`src/rtl/binary_morph_filter.sv`:
```
// Binary 3x3 erosion/dilation with forced frame border, frame position tracking
// and a saturating per-frame foreground pixel count.
module binary_morph_filter #(
   parameter int   IMG_WIDTH  = 800,
   parameter int   IMG_HEIGHT = 480,
   parameter logic BORDER_VAL = 1'b0,
   parameter int   CNT_W      = 20
) (
   input  logic             sys_clk,
   input  logic             sys_rst_n,
   input  logic             matrix_wr_en,
   input  logic             matrix_p11,
   input  logic             matrix_p12,
   input  logic             matrix_p13,
   input  logic             matrix_p21,
   input  logic             matrix_p22,
   input  logic             matrix_p23,
   input  logic             matrix_p31,
   input  logic             matrix_p32,
   input  logic             matrix_p33,
   input  logic [1:0]       mode,
   output logic             out_en,
   output logic             out_bit,
   output logic             frame_done,
   output logic [CNT_W-1:0] fg_count
);

   localparam int COL_W = (IMG_WIDTH  > 1) ? $clog2(IMG_WIDTH)  : 1;
   localparam int ROW_W = (IMG_HEIGHT > 1) ? $clog2(IMG_HEIGHT) : 1;
   localparam logic [COL_W-1:0] COL_LAST = COL_W'(IMG_WIDTH - 1);
   localparam logic [ROW_W-1:0] ROW_LAST = ROW_W'(IMG_HEIGHT - 1);
   localparam logic [CNT_W-1:0] CNT_MAX  = '1;

   logic [COL_W-1:0] col_q, col_d;
   logic [ROW_W-1:0] row_q, row_d;
   logic [1:0]       mode_q, mode_d;
   logic             en1_q, en1_d;
   logic             and9_q, and9_d;
   logic             or9_q, or9_d;
   logic             centre_q, centre_d;
   logic             border_q, border_d;
   logic             last_q, last_d;
   logic             out_en_q, out_en_d;
   logic             out_bit_q, out_bit_d;
   logic             frame_done_q, frame_done_d;
   logic [CNT_W-1:0] acc_q, acc_d;
   logic [CNT_W-1:0] fg_count_q, fg_count_d;

   logic [8:0]       taps;
   logic             first_win;
   logic             filt_bit;
   logic [CNT_W-1:0] acc_sum;

   assign taps = {matrix_p11, matrix_p12, matrix_p13,
                  matrix_p21, matrix_p22, matrix_p23,
                  matrix_p31, matrix_p32, matrix_p33};

   always_comb begin
      col_d     = col_q;
      row_d     = row_q;
      mode_d    = mode_q;
      first_win = matrix_wr_en && (col_q == '0) && (row_q == '0);

      if (matrix_wr_en) begin
         if (col_q == COL_LAST) begin
            col_d = '0;
            row_d = (row_q == ROW_LAST) ? '0 : row_q + ROW_W'(1);
         end else begin
            col_d = col_q + COL_W'(1);
         end
      end
      if (first_win) mode_d = mode;

      en1_d    = matrix_wr_en;
      and9_d   = &taps;
      or9_d    = |taps;
      centre_d = matrix_p22;
      border_d = (col_q == '0) || (col_q == COL_LAST) ||
                 (row_q == '0) || (row_q == ROW_LAST);
      last_d   = (col_q == COL_LAST) && (row_q == ROW_LAST);

      // mode_q already belongs to the window now in S1: a new frame's first
      // window only reaches mode_q at the same edge that retires this one.
      unique case (mode_q)
         2'b01:   filt_bit = and9_q;
         2'b10:   filt_bit = or9_q;
         default: filt_bit = centre_q;
      endcase

      out_en_d     = en1_q;
      out_bit_d    = en1_q ? (border_q ? BORDER_VAL : filt_bit) : out_bit_q;
      frame_done_d = en1_q && last_q;

      acc_d      = acc_q;
      fg_count_d = fg_count_q;
      acc_sum    = (acc_q == CNT_MAX) ? CNT_MAX : acc_q + CNT_W'(out_bit_q);
      if (out_en_q) begin
         if (frame_done_q) begin
            fg_count_d = acc_sum;
            acc_d      = '0;
         end else begin
            acc_d      = acc_sum;
         end
      end
   end

   always_ff @(posedge sys_clk or negedge sys_rst_n) begin
      if (!sys_rst_n) begin
         col_q        <= '0;
         row_q        <= '0;
         mode_q       <= 2'b00;
         en1_q        <= 1'b0;
         and9_q       <= 1'b0;
         or9_q        <= 1'b0;
         centre_q     <= 1'b0;
         border_q     <= 1'b0;
         last_q       <= 1'b0;
         out_en_q     <= 1'b0;
         out_bit_q    <= 1'b0;
         frame_done_q <= 1'b0;
         acc_q        <= '0;
         fg_count_q   <= '0;
      end else begin
         col_q        <= col_d;
         row_q        <= row_d;
         mode_q       <= mode_d;
         en1_q        <= en1_d;
         and9_q       <= and9_d;
         or9_q        <= or9_d;
         centre_q     <= centre_d;
         border_q     <= border_d;
         last_q       <= last_d;
         out_en_q     <= out_en_d;
         out_bit_q    <= out_bit_d;
         frame_done_q <= frame_done_d;
         acc_q        <= acc_d;
         fg_count_q   <= fg_count_d;
      end
   end

   assign out_en     = out_en_q;
   assign out_bit    = out_bit_q;
   assign frame_done = frame_done_q;
   assign fg_count   = fg_count_q;

endmodule
```
`config.mk`:
```
export PLATFORM = sky130hd
export DESIGN_NAME = binary_morph_filter
export DESIGN_NICKNAME = d
export VERILOG_FILES = /design/src/rtl/binary_morph_filter.sv
export SDC_FILE = /design/constraint.sdc
export NUM_CORES = 1
export LEC_CHECK = 0
export ABC_AREA = 1
export BUFFER_PORTS_ARGS = -buffer_cell sky130_fd_sc_hd__buf_2
export CORE_MARGIN = 3
export CORE_UTILIZATION = 36
export CTS_CLUSTER_DIAMETER = 40
export DETAILED_ROUTE_END_ITERATION = 12
export SLEW_MARGIN = 25
export SYNTH_ARGS = -nofsm -noshare
export SYNTH_HDL_FRONTEND = slang
export SYNTH_SLANG_ARGS = --single-unit
```
`constraint.sdc`:
```
create_clock -name sys_clk -period 1.46 [get_ports sys_clk]
set_input_delay 0.292 -clock sys_clk [delete_from_list [all_inputs] [get_ports sys_clk]]
set_output_delay 0.292 -clock sys_clk [all_outputs]
set_load 0.02 [all_outputs]
```
======== Word-level counts from Yosys, hierarchy flattened ========
Index checks and enable logic that the tools add are counted.
word-level totals
  register bits after elaboration ......... 70
  bits of input ports ..................... 14
  output and inout port bits .............. 23
  word-level logic and storage cells ...... 41
cells by class
  add/sub/neg operators ................... 3
  equality and inequality tests ........... 5
  mux-type cells .......................... 6
  reduce and logical (&&, ||, !) cells .... 13
operators by type and width
  operator               count
  $mux 20                2
  $add 20x1->20          1
  $eq 20x20->1 const B   1
  $add 10x1->10 const B  1
  $eq 10x10->1 const B   1
  $logic_not 10->1       1
  $mux 10                1
  $add 9x1->9 const B    1
  $eq 9x9->1 const B     1
  $logic_not 9->1        1
  $mux 9                 1
  $reduce_and 9->1       1
  $reduce_or 9->1        1
  $logic_and 1x1->1      4
  $reduce_and 2->1       2
  $logic_or 1x1->1       3
  $eq 2x1->1 const B     1
  $eq 2x2->1 const B     1
  $pmux 1 s2             1
  $mux 1                 1

======== Depth between registers and ports, before layout ========
Gate-level depths: netlist (run 1).
  word-level depth ........................ 4
  gate-level depth with buffers ........... 10
  gate-level depth less buffers ........... 10

======== Worst setup path after synthesis (run 1) ========
OpenSTA, ideal clock, no wires.
  path kind ............................... register to register
  start point ............................. register out_bit_q (netlist: out_bit)
  end point ............................... register fg_count_q[8] (netlist: fg_count[8])
  library setup time ...................... 0.066 ns
  data arrival time ....................... 1.551 ns
  data required time ...................... 1.394 ns
  setup slack ............................. -0.157 ns
  cell stages (with the launch flop) ...... 10
  path buffers ............................ 0
  cells stage by stage .................... dfrtp_1 -> ha_1 -> ha_1 -> inv_1 -> nor2_2 -> nand2_1 -> or2_1 -> nand3_2 -> nand2_1 -> nand2_1
on the way
  longest elaborated chain between the ends .. 2
ends and longest elaborated chain
  what                      line  RTL
  start: declaration        44    logic out_bit_q, out_bit_d;
  start signal: assignment  134   out_bit_q <= out_bit_d;
  $add 20x1->20             96    acc_sum = (acc_q == CNT_MAX) ? CNT_MAX : acc_q + CNT_W'(out_bit_q);
  $mux 20                   96
  end signal: assignment    137   fg_count_q <= fg_count_d;
  end: declaration          47    logic [CNT_W-1:0] fg_count_q, fg_count_d;
No other way between the ends.
A chain may end at the register's enable or synchronous reset.

======== Worst setup path after layout (run 1) ========
  start point ............................. register acc_q[4]
  end point ............................... register fg_count_q[0] (netlist: fg_count[0])
on the way
  longest elaborated chain between the ends .. 2
ends and longest elaborated chain
  what                      line  RTL
  start: declaration        46    logic [CNT_W-1:0] acc_q, acc_d;
  start signal: assignment  121   acc_q <= '0;
  start signal: assignment  136   acc_q <= acc_d;
  $eq 20x20->1              96
  $mux 20                   96
No other way between the ends.

==> impl_results.rst, run 1 <==
.. list-table::
   :header-rows: 1

   * - Metric
     - Value
   * - Outcome
     - finished with violations
   * - Violated checks
     - negative setup slack
   * - Gate count of the mapped netlist
     - roughly 500
   * - Number of antenna violations at the first check in global routing
     - 0
   * - Via count
     - 3597
   * - Final critical-path required period
     - 1550 ps
   * - Setup repair after global routing missed its margin
     - true
   * - Area Growth Syn to Fin
     - 32.90%
   * - Flop pwr share
     - 47.1%
   * - Clock group share of total power
     - 31.0%
   * - Global-route wire length before repair
     - 16380 um
   * - Global-route usage over all layers
     - 17.53%
   * - Data required time at the worst endpoint
     - 1730 ps
   * - Least-Margin Pin Slew
     - 380.8 ps
   * - Net switching share of the total power
     - 31.46%
   * - Primary flip-flop cell chosen by synthesis mapping
     - sky130_fd_sc_hd__dfrtp_1
   * - Final count of pins violating max slew
     - 0
   * - Total setup violations reported at the end of the flow
     - 25
   * - Die extent in x
     - between 100 and 150 um
   * - Leakage power summed over all cells
     - roughly 2.6 nW
   * - Post-Layout Inst Area
     - 5095 sq um
   * - Origin of the worst setup path
     - acc_q[4]$_DFFE_PN0P_
   * - Logic gate share of total power
     - 21.9%
   * - Critical path capture point type
     - register
   * - Category of the worst setup path launch point
     - register
   * - Initial drt markers
     - 163
   * - Pwr Density
     - 952.4 nW/um^2
   * - Endpoint of the worst setup timing path
     - fg_count[0]$_DFFE_PN0P_
   * - Kind of path behind the tightest hold check
     - in -> reg
   * - Number of ports placed on the die boundary
     - 37
   * - Insertion delay of the later-clocked pin in the worst-skew pair
     - between 300 and 400 ps
   * - Worst r2r src
     - acc_q[4]$_DFFE_PN0P_
   * - Destination of the worst register-to-register timing path
     - fg_count[0]$_DFFE_PN0P_
   * - Antenna viol nets, final
     - 0
   * - Worst Setup Slack, final
     - -90.32 ps
   * - Highest fanout seen on the critical path
     - 8
   * - Initial Util
     - 37.13%
   * - Total number of H-tree levels
     - 3
   * - Chip Height
     - around 110 um
   * - Detailed Place HPWL
     - 7030 um
   * - Number of violations of the max-capacitance limit
     - 0
   * - Worst clock skew
     - approximately 17 ps
   * - Core outline area
     - a little over 10000 sq um
   * - Depth of the worst register-to-register path
     - 7
   * - CP Class
     - reg -> reg
   * - Total die area
     - 11920 sq um
   * - Final period utilization
     - 106.2%
   * - Total of flip-flops plus latches after synthesis
     - 70
   * - Internal Dissipation
     - 3.326 mW
   * - Vias in the first global route
     - 3517
   * - Row cnt
     - 37
   * - Maximum number of pins on one net before global-route repair
     - 71
   * - Number of distinct library cells after synthesis
     - 35
   * - Cell type with the highest aggregate area in the netlist
     - sky130_fd_sc_hd__dfrtp_1
   * - Warning count from the yosys run
     - 0
   * - Hold Vio Cnt, Final
     - 0
   * - Worst-case vdd ir drop
     - 668.3 uV
   * - Setup slack of the worst register-to-register path
     - -90 ps
   * - Proportion of synthesized chip area in sequential cells
     - 45.69%
   * - Post-synthesis net count
     - 534
   * - Relative slew slack
     - 74.61%
   * - Post-synthesis average cell area
     - approximately 7.5 sq um
   * - Yosys top cell area share
     - 45.69%
   * - Fraction of final layout cells with drive strength greater than 1
     - 29.13%
   * - Fraction of registers with async set/reset
     - 100.0%
   * - Clk slew on worst S/H paths
     - approximately 80 ps
   * - Count of input and output buffers
     - 36
   * - Total power consumption of the routed design
     - approximately 4.9 mW
   * - Average wire per standard cell
     - 13.54 um
   * - Top area cells in the synthesized netlist
     - sky130_fd_sc_hd__dfrtp_1 (46%), sky130_fd_sc_hd__nand2_1 (18%), sky130_fd_sc_hd__inv_1 (5.7%), sky130_fd_sc_hd__nand3_1 (5.2%), sky130_fd_sc_hd__nor2_1 (4.9%)
   * - Most instantiated cells after synthesis
     - sky130_fd_sc_hd__nand2_1 (184), sky130_fd_sc_hd__dfrtp_1 (70), sky130_fd_sc_hd__inv_1 (58)
   * - Sum of overflow across all layers after global routing
     - 0
   * - Number of diodes
     - 0
   * - Area post-placement
     - 4524 sq um
   * - Gpl congestion
     - 0.9299
   * - Top-count cell post-synth
     - sky130_fd_sc_hd__nand2_1
   * - Fmax achieved
     - 0.6450 GHz
   * - Clk Tree Root Cell
     - sky130_fd_sc_hd__clkbuf_8
   * - Post-Route WL
     - slightly above 10000 um
   * - Via density per instance
     - between 4 and 5
   * - Number of buffers between clock root and the deepest sink
     - 2
   * - TritonCTS clock tree
     - done
   * - Clock buffers created by TritonCTS
     - 9
   * - Net switching power
     - 1.527 mW
   * - Critical path arrival
     - 1820 ps
   * - Post-synth EDFFs
     - 0
   * - Number of sinks on the clock net
     - 70
   * - Total iterations of the first detailed-routing run
     - 4
   * - Nets
     - approximately 630
   * - DRC viols
     - 0
   * - Cell area after synthesis
     - around 3800 sq um
## repair_timing
| action | in CTS | in global routing |
|---|---|---|
| pin swaps | 12 | 21 |
| hold endpoints to repair | 62 | 0 |
| hold buffers | 1 | 0 |
| setup endpoints to repair | 17 | 57 |
| resized for setup | 12 | 54 |
| setup buffers | 4 | 7 |
| cloned | 0 | 1 |
## cell families (layout without fill, tap and decap cells)
kind of cell | count (synthesis) | count (layout) | share of synthesized area, %
AOI/OAI and AO/OA | 35 | 35 | 5.352
xor gates and xnor gates | 9 | 9 | 2.056
adders and majority gates | 8 | 8 | 2.611
buffers and inverters | 69 | 167 | 7.148
DFF | 70 | 70 | 45.69
and+or+nand+nor | 321 | 322 | 37.14
## sequential cells by signal, summed over array words and instances, names as in the netlist, 2 cells and up
register	flops
row_q	9
mode_q	2
acc_q	20
col_q	10
fg_count	20
## critical path: stages, from the launching register on
cell and delay, ps:
sky130_fd_sc_hd__dfrtp_1 410, sky130_fd_sc_hd__nand2_1 160, sky130_fd_sc_hd__nor2_4 150, sky130_fd_sc_hd__nand2_1 100, sky130_fd_sc_hd__nor2_4 250, sky130_fd_sc_hd__nand2_8 130, sky130_fd_sc_hd__buf_4 150, sky130_fd_sc_hd__a31oi_1 120
## cell usage in the layout, fill, tap and decap left out, types with 3 or more instances in the layout
master	Yosys	layout
sky130_fd_sc_hd__nand3_1	40	26
sky130_fd_sc_hd__ha_1	8	5
sky130_fd_sc_hd__nor2_1	50	39
sky130_fd_sc_hd__nand3_2	6	19
sky130_fd_sc_hd__nand3b_1	3	3
sky130_fd_sc_hd__nand2_1	184	179
sky130_fd_sc_hd__clkbuf_8	0	9
sky130_fd_sc_hd__dfrtp_2	0	3
sky130_fd_sc_hd__o21ai_2	0	4
sky130_fd_sc_hd__buf_2	6	36
sky130_fd_sc_hd__nand2_4	1	3
sky130_fd_sc_hd__o21ai_0	11	6
sky130_fd_sc_hd__xor2_1	9	7
sky130_fd_sc_hd__o21ai_1	9	10
sky130_fd_sc_hd__inv_1	58	54
sky130_fd_sc_hd__buf_4	0	52
sky130_fd_sc_hd__inv_2	2	5
sky130_fd_sc_hd__nand4_1	11	11
sky130_fd_sc_hd__a21oi_1	7	6
sky130_fd_sc_hd__nor3_1	8	6
sky130_fd_sc_hd__dfrtp_1	70	67
sky130_fd_sc_hd__nand2_2	2	4
sky130_fd_sc_hd__ha_4	0	3
sky130_fd_sc_hd__nor2_4	4	12
sky130_fd_sc_hd__nor2_2	3	6
## layout make-up
type	instances	area, sq um
fillers	998	5229
flip-flops and latches	70	1755
multi-input cells	374	2130
inverters	60	227.7
clock buffers	11	131.4
repair buffers	92	631.9
well taps	136	170.2
clock inverters	4	48.80
## power groups by stage
stage / registers [mW] / clock network (mW) / logic (mW)
after global routing: 2.31 / 1.65 / 1.20
after global placement: 2.29 / 0 / 0.864
after floorplan: 2.30 / 0 / 0.481
final: 2.29 / 1.51 / 1.06
after CTS: 2.27 / 1.56 / 0.915
after detailed placement: 2.30 / 0 / 0.887
## stage by stage
stage / hold slack [ps] / setup TNS [ps] / cells / utilization [%] / setup slack (ps)
3_5_place_dp: 353.1 / -252.9 / 719 / 43.82 / -58.15
2_1_floorplan: -3.591 / 0 / 512 / - / 9.663
6_report: 85.59 / -688.2 / 747 / 49.35 / -90.32
5_1_grt: 74.54 / -5217 / 747 / 49.35 / -177.6
4_1_cts: 70.64 / -270.9 / 739 / 46.46 / -40.39
3_3_place_gp: 350.9 / -37.94 / 719 / 43.82 / -17.93
## metal layers
layer / part of all wire, % / up-vias / GRT usage (%)
met3: 3.1 / 16 / 2.427
li1: - / 1812 / -
met5: 0 / - / 0
met2: 51 / 56 / 29.65
met1: 44 / 1713 / 22.64
met4: 1.9 / 0 / 6.946
## how the worst min path moves through the flow
stage / startpoint / end / cells after the start
after CTS: matrix_p22 / centre_q$_DFF_PN0_ / 1
after floorplan: sys_rst_n / acc_q[0]$_DFFE_PN0P_ / 0
after detailed placement: sys_rst_n / fg_count[1]$_DFFE_PN0P_ / 2
final: matrix_p22 / centre_q$_DFF_PN0_ / 1
after global routing: matrix_p22 / centre_q$_DFF_PN0_ / 1
after global placement: sys_rst_n / fg_count[4]$_DFFE_PN0P_ / 2
(Power assumes the default switching activity.)
==> inputs of run 2 (changes only) <==
--- a/config.mk
+++ b/config.mk
@@ -9,6 +9,7 @@
 export BUFFER_PORTS_ARGS = -buffer_cell sky130_fd_sc_hd__buf_2
 export CORE_MARGIN = 3
 export CORE_UTILIZATION = 36
+export CTS_BUF_LIST = sky130_fd_sc_hd__clkbuf_8 sky130_fd_sc_hd__clkbuf_16
 export CTS_CLUSTER_DIAMETER = 40
 export DETAILED_ROUTE_END_ITERATION = 12
 export SLEW_MARGIN = 25
==> run 2 against run 1 <==
Fmax barely moved; worst setup slack barely moved; routed wire length barely moved; sequential share of layout area did not move; the run still ends with negative setup slack left; power fell by 0.23%; critical endpoint unchanged; die area did not move; via count fell by 0.22%; design area did not move; core utilization did not move; final cell count did not move; non-clock buffer count did not move; critical path depth did not move.
==> impl_results.rst, run 2 (synthesized netlist as in run 1, its figures left out) <==
.. list-table::
   :header-rows: 1

   * - Metric
     - Value
   * - Area of the multi-input gates
     - 2130 sq um (unchanged)
   * - TritonCTS clock tree
     - done (unchanged)
   * - Area Growth Syn to Fin
     - 32.90% (unchanged)
   * - Top library cells by usage in the layout, fill and taps aside
     - sky130_fd_sc_hd__nand2_1 (179), sky130_fd_sc_hd__dfrtp_1 (67), sky130_fd_sc_hd__inv_1 (56), sky130_fd_sc_hd__buf_4 (52), sky130_fd_sc_hd__nor2_1 (39) (was sky130_fd_sc_hd__nand2_1 (179), sky130_fd_sc_hd__dfrtp_1 (67), sky130_fd_sc_hd__inv_1 (54), sky130_fd_sc_hd__buf_4 (52), sky130_fd_sc_hd__nor2_1 (39))
   * - Most common cell after layout, fill and taps aside
     - sky130_fd_sc_hd__nand2_1 (unchanged)
   * - Relative slew slack
     - 74.61% (about the same)
   * - Final period utilization
     - 106.2% (about the same)
   * - Nets
     - 629 (unchanged)
   * - Number of filler instances in the final layout
     - 998 (unchanged)
   * - Leakage power summed over all cells
     - 2.646 nW (was 2.637 nW)
   * - Maximum number of pins on one net before global-route repair
     - 71 (unchanged)
   * - Data required time at the worst endpoint
     - 1730 ps (about the same)
   * - Detailed Place HPWL
     - 7030 um (unchanged)
   * - Critical path arrival
     - 1820 ps (about the same)
   * - Topmost layer with routed signal wires
     - met4 (unchanged)
   * - Register cell area after layout
     - 1755 sq um (unchanged)
   * - Vias in the first global route
     - 3517 (unchanged)
   * - Origin of the worst setup path
     - acc_q[4]$_DFFE_PN0P_ (unchanged)
   * - Post-Layout Inst Area
     - 5095 sq um (unchanged)
   * - Global-route wire length before repair
     - 16380 um (unchanged)
   * - Via count
     - 3589 (was 3597)
   * - Outcome
     - finished with violations (unchanged)
   * - Fmax achieved
     - 0.6452 GHz (was 0.6450 GHz)
   * - Gpl congestion
     - 0.9299 (unchanged)
   * - Hold Vio Cnt, Final
     - 0 (unchanged)
   * - CP Class
     - reg -> reg (unchanged)
   * - Least-Margin Pin Slew
     - 380.8 ps (about the same)
   * - Antenna viol nets, final
     - 0 (unchanged)
   * - Number of diodes
     - 0 (unchanged)
   * - Area post-placement
     - 4524 sq um (unchanged)
   * - Final setup TNS
     - -683.4 ps (was -688.2 ps)
   * - Setup repair after global routing missed its margin
     - true (unchanged)
   * - Post-Route WL
     - 10110 um (about the same)
   * - Setup slack of the worst register-to-register path
     - -90 ps (about the same)
   * - Worst r2r src
     - acc_q[4]$_DFFE_PN0P_ (unchanged)
   * - Via density per instance
     - 4.805 (was 4.815)
   * - Final count of pins violating max slew
     - 0 (unchanged)
   * - Hold Slack
     - 85.52 ps (was 85.59 ps)
   * - Die extent in x
     - 109.2 um (unchanged)
   * - Total number of H-tree levels
     - 3 (unchanged)
   * - Chip Height
     - 109.2 um (unchanged)
   * - Total power consumption of the routed design
     - 4.841 mW (was 4.852 mW)
   * - Clk Tree Root Cell
     - sky130_fd_sc_hd__clkbuf_8 (unchanged)
   * - Worst-case vdd ir drop
     - 667.5 uV (was 668.3 uV)
   * - Routed wl met2
     - 5142 um (was 5154 um)
   * - Insertion delay of the later-clocked pin in the worst-skew pair
     - 350 ps (about the same)
   * - Row cnt
     - 37 (unchanged)
   * - Number of violations of the max-capacitance limit
     - 0 (unchanged)
   * - Clk slew on worst S/H paths
     - 80 ps (about the same)
   * - Critical path capture point type
     - register (unchanged)
   * - Kind of path behind the tightest hold check
     - in -> reg (unchanged)
   * - Total die area
     - 11920 sq um (unchanged)
   * - Clock buffers created by TritonCTS
     - 9 (unchanged)
   * - Average wire per standard cell
     - 13.53 um (was 13.54 um)
   * - Initial drt markers
     - 163 (unchanged)
   * - Endpoint of the worst setup timing path
     - fg_count[0]$_DFFE_PN0P_ (unchanged)
   * - Met1 Wirelength
     - 4456 um (was 4449 um)
   * - Depth of the worst register-to-register path
     - 7 (unchanged)
   * - Initial Util
     - 37.13% (unchanged)
   * - Destination of the worst register-to-register timing path
     - fg_count[0]$_DFFE_PN0P_ (unchanged)
   * - Worst clock skew
     - 17.34 ps (unchanged)
   * - Number of antenna violations at the first check in global routing
     - 0 (unchanged)
   * - Highest fanout seen on the critical path
     - 8 (unchanged)
   * - Violated checks
     - negative setup slack (unchanged)
   * - Worst Setup Slack, final
     - -90.02 ps (was -90.32 ps)
   * - Detailed-routed wire length on met3
     - 318 um (was 317 um)
   * - Number of buffers between clock root and the deepest sink
     - 2 (unchanged)
   * - Category of the worst setup path launch point
     - register (unchanged)
   * - Number of ports placed on the die boundary
     - 37 (unchanged)
   * - Total iterations of the first detailed-routing run
     - 4 (unchanged)
   * - Final critical-path required period
     - 1550 ps (about the same)
   * - Core outline area
     - 10320 sq um (unchanged)
   * - Number of sinks on the clock net
     - 70 (unchanged)
   * - Count of input and output buffers
     - 36 (unchanged)
   * - Global-route usage over all layers
     - 17.53% (unchanged)
   * - Fraction of final layout cells with drive strength greater than 1
     - 29.13% (unchanged)
   * - DRC viols
     - 0 (unchanged)
   * - Pwr Density
     - 950.2 nW/um^2 (was 952.4 nW/um^2)
   * - Total setup violations reported at the end of the flow
     - 25 (unchanged)
   * - Sum of overflow across all layers after global routing
     - 0 (unchanged)
## run 2: stage by stage
stage	utilization [%]	instances	setup slack [ps]
after global routing	49.35	747	-177.4
after detailed placement	43.82	719	-58.15
after floorplan	-	512	9.663
after global placement	43.82	719	-17.93
after CTS	46.46	739	-40.31
final	49.35	747	-90.02
## run 2: power breakdown
group          total (mW)  leakage (nW)  internal, mW  switching (mW)
registers            2.29         0.906          2.10           0.187
logic                1.06          1.64         0.449           0.613
clock network        1.49         0.101         0.765           0.729
## run 2: what timing repair did
action,4_1_cts,5_1_grt
cloned,0,1
endpoints found under the setup margin,16,57
endpoints found under the hold margin,62,0
gates resized for setup,12,54
hold buffers,1,0
setup buffers,4,7
pin swaps,12,21
## run 2: final cells by class
type                            count  share of cell area [%]
Clock buffer                        9                   2.431
Multi-Input combinational cell    374                   41.80
Inverter                           60                   4.470
Tap cell                          136                   3.340
Sequential cell                    70                   34.45
Clock inverter                      6                   1.105
Timing Repair Buffer               92                   12.40
## run 2: metal layers
layer,up-vias,track usage (%)
li1,1812,-
met1,1705,22.64
met2,56,29.65
met3,16,2.427
met4,0,6.946
met5,-,0
## run 2: how the worst min path moves through the flow
| stage | depth (start not counted) | from | end |
|---|---|---|---|
| floorplan | 0 | sys_rst_n | acc_q[0]$_DFFE_PN0P_ |
| global placement | 2 | sys_rst_n | fg_count[4]$_DFFE_PN0P_ |
| detailed placement | 2 | sys_rst_n | fg_count[1]$_DFFE_PN0P_ |
| CTS | 1 | matrix_p22 | centre_q$_DFF_PN0_ |
| global route | 1 | matrix_p22 | centre_q$_DFF_PN0_ |
| finish | 1 | matrix_p22 | centre_q$_DFF_PN0_ |
## run 2: critical path: stages (launching register included)
cell	delay, ps
sky130_fd_sc_hd__dfrtp_1	410
sky130_fd_sc_hd__nand2_1	160
sky130_fd_sc_hd__nor2_4	150
sky130_fd_sc_hd__nand2_1	100
sky130_fd_sc_hd__nor2_4	250
sky130_fd_sc_hd__nand2_8	130
sky130_fd_sc_hd__buf_4	150
sky130_fd_sc_hd__a31oi_1	120
==> inputs of run 3 (changes only) <==
==> constraint.sdc (replaced) <==
create_clock -name sys_clk -period 1.64 [get_ports sys_clk]
set_input_delay 0.328 -clock sys_clk [delete_from_list [all_inputs] [get_ports sys_clk]]
set_output_delay 0.328 -clock sys_clk [all_outputs]
set_load 0.02 [all_outputs]
==> run 3 against run 2 <==
The run now ends clean; first-iteration DRC count grew 6.7%; sequential share of layout area grew 3.4 points; design area shrank 9.1%; largest cell class unchanged.
==> impl_results.rst, run 3 (synthesized netlist as in run 1, its figures left out) <==
.. list-table::
   :header-rows: 1

   * - Metric
     - Value
   * - Category of the worst setup path launch point
     - register (unchanged)
   * - Post-Place Setup Slack
     - -26.68 ps (was -58.15 ps)
   * - Critical hold path startpoint
     - matrix_p22 (unchanged)
   * - Number of placed instances, taps included
     - 693 (was 719)
   * - Row cnt
     - 37 (unchanged)
   * - Via count
     - 3401 (was 3589)
   * - Detailed Place HPWL
     - 6632 um (was 7030 um)
   * - Clock buffers created by TritonCTS
     - 9 (unchanged)
   * - Area of the multi-input gates
     - 1899 sq um (was 2130 sq um)
   * - Chip Height
     - 109.2 um (unchanged)
   * - Setup slack of the worst register-to-register path
     - 110 ps (was -90 ps)
   * - Gpl congestion
     - 0.9038 (was 0.9299)
   * - Global-route usage over all layers
     - 16.88% (was 17.53%)
   * - Outcome
     - finished clean (was finished with violations)
   * - Vias in the first global route
     - 3415 (was 3517)
   * - Die extent in x
     - 109.2 um (unchanged)
   * - Worst-case vdd ir drop
     - 640.6 uV (was 667.5 uV)
   * - Pwr Density
     - 867.9 nW/um^2 (was 950.2 nW/um^2)
   * - DRC viols
     - 0 (unchanged)
   * - Area Growth Syn to Fin
     - 20.85% (was 32.90%)
   * - Worst Setup Slack, final
     - 110.1 ps (was -90.02 ps)
   * - Destination of the worst register-to-register timing path
     - acc_q[12]$_DFFE_PN0P_ (was fg_count[0]$_DFFE_PN0P_)
   * - Total setup violations reported at the end of the flow
     - 0 (was 25)
   * - Setup repair after global routing missed its margin
     - true (unchanged)
   * - Number of antenna violations at the first check in global routing
     - 0 (unchanged)
   * - Number of diodes
     - 0 (unchanged)
   * - Leakage power summed over all cells
     - 2.429 nW (was 2.646 nW)
   * - Initial drt markers
     - 174 (was 163)
   * - Clk Tree Root Cell
     - sky130_fd_sc_hd__clkbuf_8 (unchanged)
   * - Fraction of final layout cells with drive strength greater than 1
     - 20.48% (was 29.13%)
   * - Clk slew on worst S/H paths
     - 80 ps (about the same)
   * - Global-route wire length before repair
     - 15570 um (was 16380 um)
   * - Delay contributed by the slowest stage of the critical path
     - 400 ps (was 410 ps)
   * - Initial Util
     - 37.13% (unchanged)
   * - Worst min-delay path endpoint
     - centre_q$_DFF_PN0_ (unchanged)
   * - Fmax achieved
     - 0.6537 GHz (was 0.6452 GHz)
   * - Number of violations of the max-capacitance limit
     - 0 (unchanged)
   * - Number of ports placed on the die boundary
     - 37 (unchanged)
   * - Cells on Worst Hold Path
     - 1 (unchanged)
   * - Final count of pins violating max slew
     - 0 (unchanged)
   * - Total power consumption of the routed design
     - 4.021 mW (was 4.841 mW)
   * - Final period utilization
     - 93.28% (was 106.2%)
   * - Area post-placement
     - 4295 sq um (was 4524 sq um)
   * - Cell chain of the critical path
     - ha_4 -> ha_4 -> inv_2 -> nor2_4 -> nand3_2 -> or2_0 -> nand3_1 -> nand2_1 -> nand2_1 (was nand2_1 -> nor2_4 -> nand2_1 -> nor2_4 -> nand2_8 -> buf_4 -> a31oi_1)
   * - Least-Margin Pin Slew
     - 384.0 ps (was 380.8 ps)
   * - Number of buffers between clock root and the deepest sink
     - 2 (unchanged)
   * - Data required time at the worst endpoint
     - 1940 ps (was 1730 ps)
   * - Critical path arrival
     - 1830 ps (was 1820 ps)
   * - Post-Layout Inst Area
     - 4633 sq um (was 5095 sq um)
   * - Insertion delay of the later-clocked pin in the worst-skew pair
     - 360 ps (was 350 ps)
   * - Number of standard cells in the layout, taps in and fillers out
     - 717 (was 747)
   * - Total number of H-tree levels
     - 3 (unchanged)
   * - Depth of the worst register-to-register path
     - 9 (was 7)
   * - Register cell area after layout
     - 1752 sq um (was 1755 sq um)
   * - Post-Route WL
     - 9198 um (was 10110 um)
   * - Top library cells by usage in the layout, fill and taps aside
     - sky130_fd_sc_hd__nand2_1 (180), sky130_fd_sc_hd__dfrtp_1 (70), sky130_fd_sc_hd__inv_1 (57), sky130_fd_sc_hd__nor2_1 (44), sky130_fd_sc_hd__nand3_1 (38) (was sky130_fd_sc_hd__nand2_1 (179), sky130_fd_sc_hd__dfrtp_1 (67), sky130_fd_sc_hd__inv_1 (56), sky130_fd_sc_hd__buf_4 (52), sky130_fd_sc_hd__nor2_1 (39))
   * - Number of filler instances in the final layout
     - 1038 (was 998)
   * - Count of input and output buffers
     - 36 (unchanged)
   * - Core outline area
     - 10320 sq um (unchanged)
   * - Via density per instance
     - 4.743 (was 4.805)
   * - Nets
     - 598 (was 629)
   * - Maximum number of pins on one net before global-route repair
     - 71 (unchanged)
   * - Most common cell after layout, fill and taps aside
     - sky130_fd_sc_hd__nand2_1 (unchanged)
   * - Average wire per standard cell
     - 12.83 um (was 13.53 um)
   * - Crit path max-delay cell type
     - sky130_fd_sc_hd__dfrtp_1 (unchanged)
   * - Hold Vio Cnt, Final
     - 0 (unchanged)
   * - Relative slew slack
     - 74.17% (was 74.61%)
   * - Critical path capture point type
     - register (unchanged)
   * - Sum of overflow across all layers after global routing
     - 0 (unchanged)
   * - TritonCTS clock tree
     - done (unchanged)
   * - Worst r2r src
     - out_bit$_DFFE_PN0P_ (was acc_q[4]$_DFFE_PN0P_)
   * - Highest fanout seen on the critical path
     - 4 (was 8)
   * - CP Class
     - reg -> reg (unchanged)
   * - Kind of path behind the tightest hold check
     - in -> reg (unchanged)
   * - Worst clock skew
     - 7.108 ps (was 17.34 ps)
   * - Number of sinks on the clock net
     - 70 (unchanged)
   * - Final critical-path required period
     - 1530 ps (was 1550 ps)
   * - Total iterations of the first detailed-routing run
     - 4 (unchanged)
   * - Antenna viol nets, final
     - 0 (unchanged)
   * - Total die area
     - 11920 sq um (unchanged)
## run 3: cell count changes in the layout (fill, tap and decap cells not counted), moves of 3 or more
cell                      before  now
sky130_fd_sc_hd__buf_4        52   23
sky130_fd_sc_hd__nand3_2      19    7
sky130_fd_sc_hd__nor2_4       12    5
sky130_fd_sc_hd__dfrtp_1      67   70
sky130_fd_sc_hd__nand3_1      26   38
sky130_fd_sc_hd__o21ai_0       6    9
sky130_fd_sc_hd__dfrtp_2       3    0
sky130_fd_sc_hd__nor2_1       39   44
## run 3: layer usage
layer,global-route usage (%),part of all wire [%]
met4,7.836,2.1
met1,19.91,45
met3,4.263,3.5
met2,28.77,50
met5,0,0
## run 3: stage by stage
stage | hold slack (ps) | setup TNS, ps | utilization, %
final | 99.24 | 0 | 44.88
after global routing | 79.02 | -28.71 | 44.88
after CTS | 81.53 | 0 | 43.61
after detailed placement | 385.4 | -70.08 | 41.61
after global placement | 384.3 | 0 | 41.61
after floorplan | 32.41 | 0 | -
## run 3: final cells by class
type	count	share of cell area [%]
clock buffer	10	2.971
clock inverter	6	0.9992
inverter	60	4.861
multi-input combinational	373	40.99
sequential	70	37.81
tap	136	3.673
timing repair buffer	62	8.696
## run 3: worst max path at each step
stage	to	cells after the start	startpoint	slack (ps)
3_5_place_dp	acc_q[6]$_DFFE_PN0P_	8	out_bit$_DFFE_PN0P_	-30
6_report	acc_q[12]$_DFFE_PN0P_	9	out_bit$_DFFE_PN0P_	110
4_1_cts	acc_q[16]$_DFFE_PN0P_	9	out_bit$_DFFE_PN0P_	20
2_1_floorplan	fg_count[8]$_DFFE_PN0P_	9	out_bit$_DFFE_PN0P_	20
5_1_grt	row_q[4]$_DFFE_PN0P_	7	col_q[1]$_DFFE_PN0P_	-20
3_3_place_gp	acc_q[6]$_DFFE_PN0P_	8	out_bit$_DFFE_PN0P_	20
## run 3: timing repair
| item | CTS | global route |
|---|---|---|
| hold buffers | 1 | 0 |
| endpoints found under the setup margin | 13 | 34 |
| pin swaps | 1 | 7 |
| gates cloned | 0 | 0 |
| endpoints found under the hold margin | 26 | 0 |
| gates resized for setup | 1 | 25 |
| setup buffers | 1 | 6 |
## run 3: report_power, final
part	internal [mW]	total (mW)	switching, mW
clock	0.597	1.32	0.727
combinational	0.249	0.646	0.397
sequential	1.87	2.05	0.184
total	2.71	4.02	1.31
## run 3: worst max-delay path, delay by kind of cell, from the launching register on
family	cells	cell delay (ps)
AND/OR/NAND/NOR	6	720
flip-flops	1	400
adder cells (fa/ha/maj)	2	300
buffers and inverters	1	50
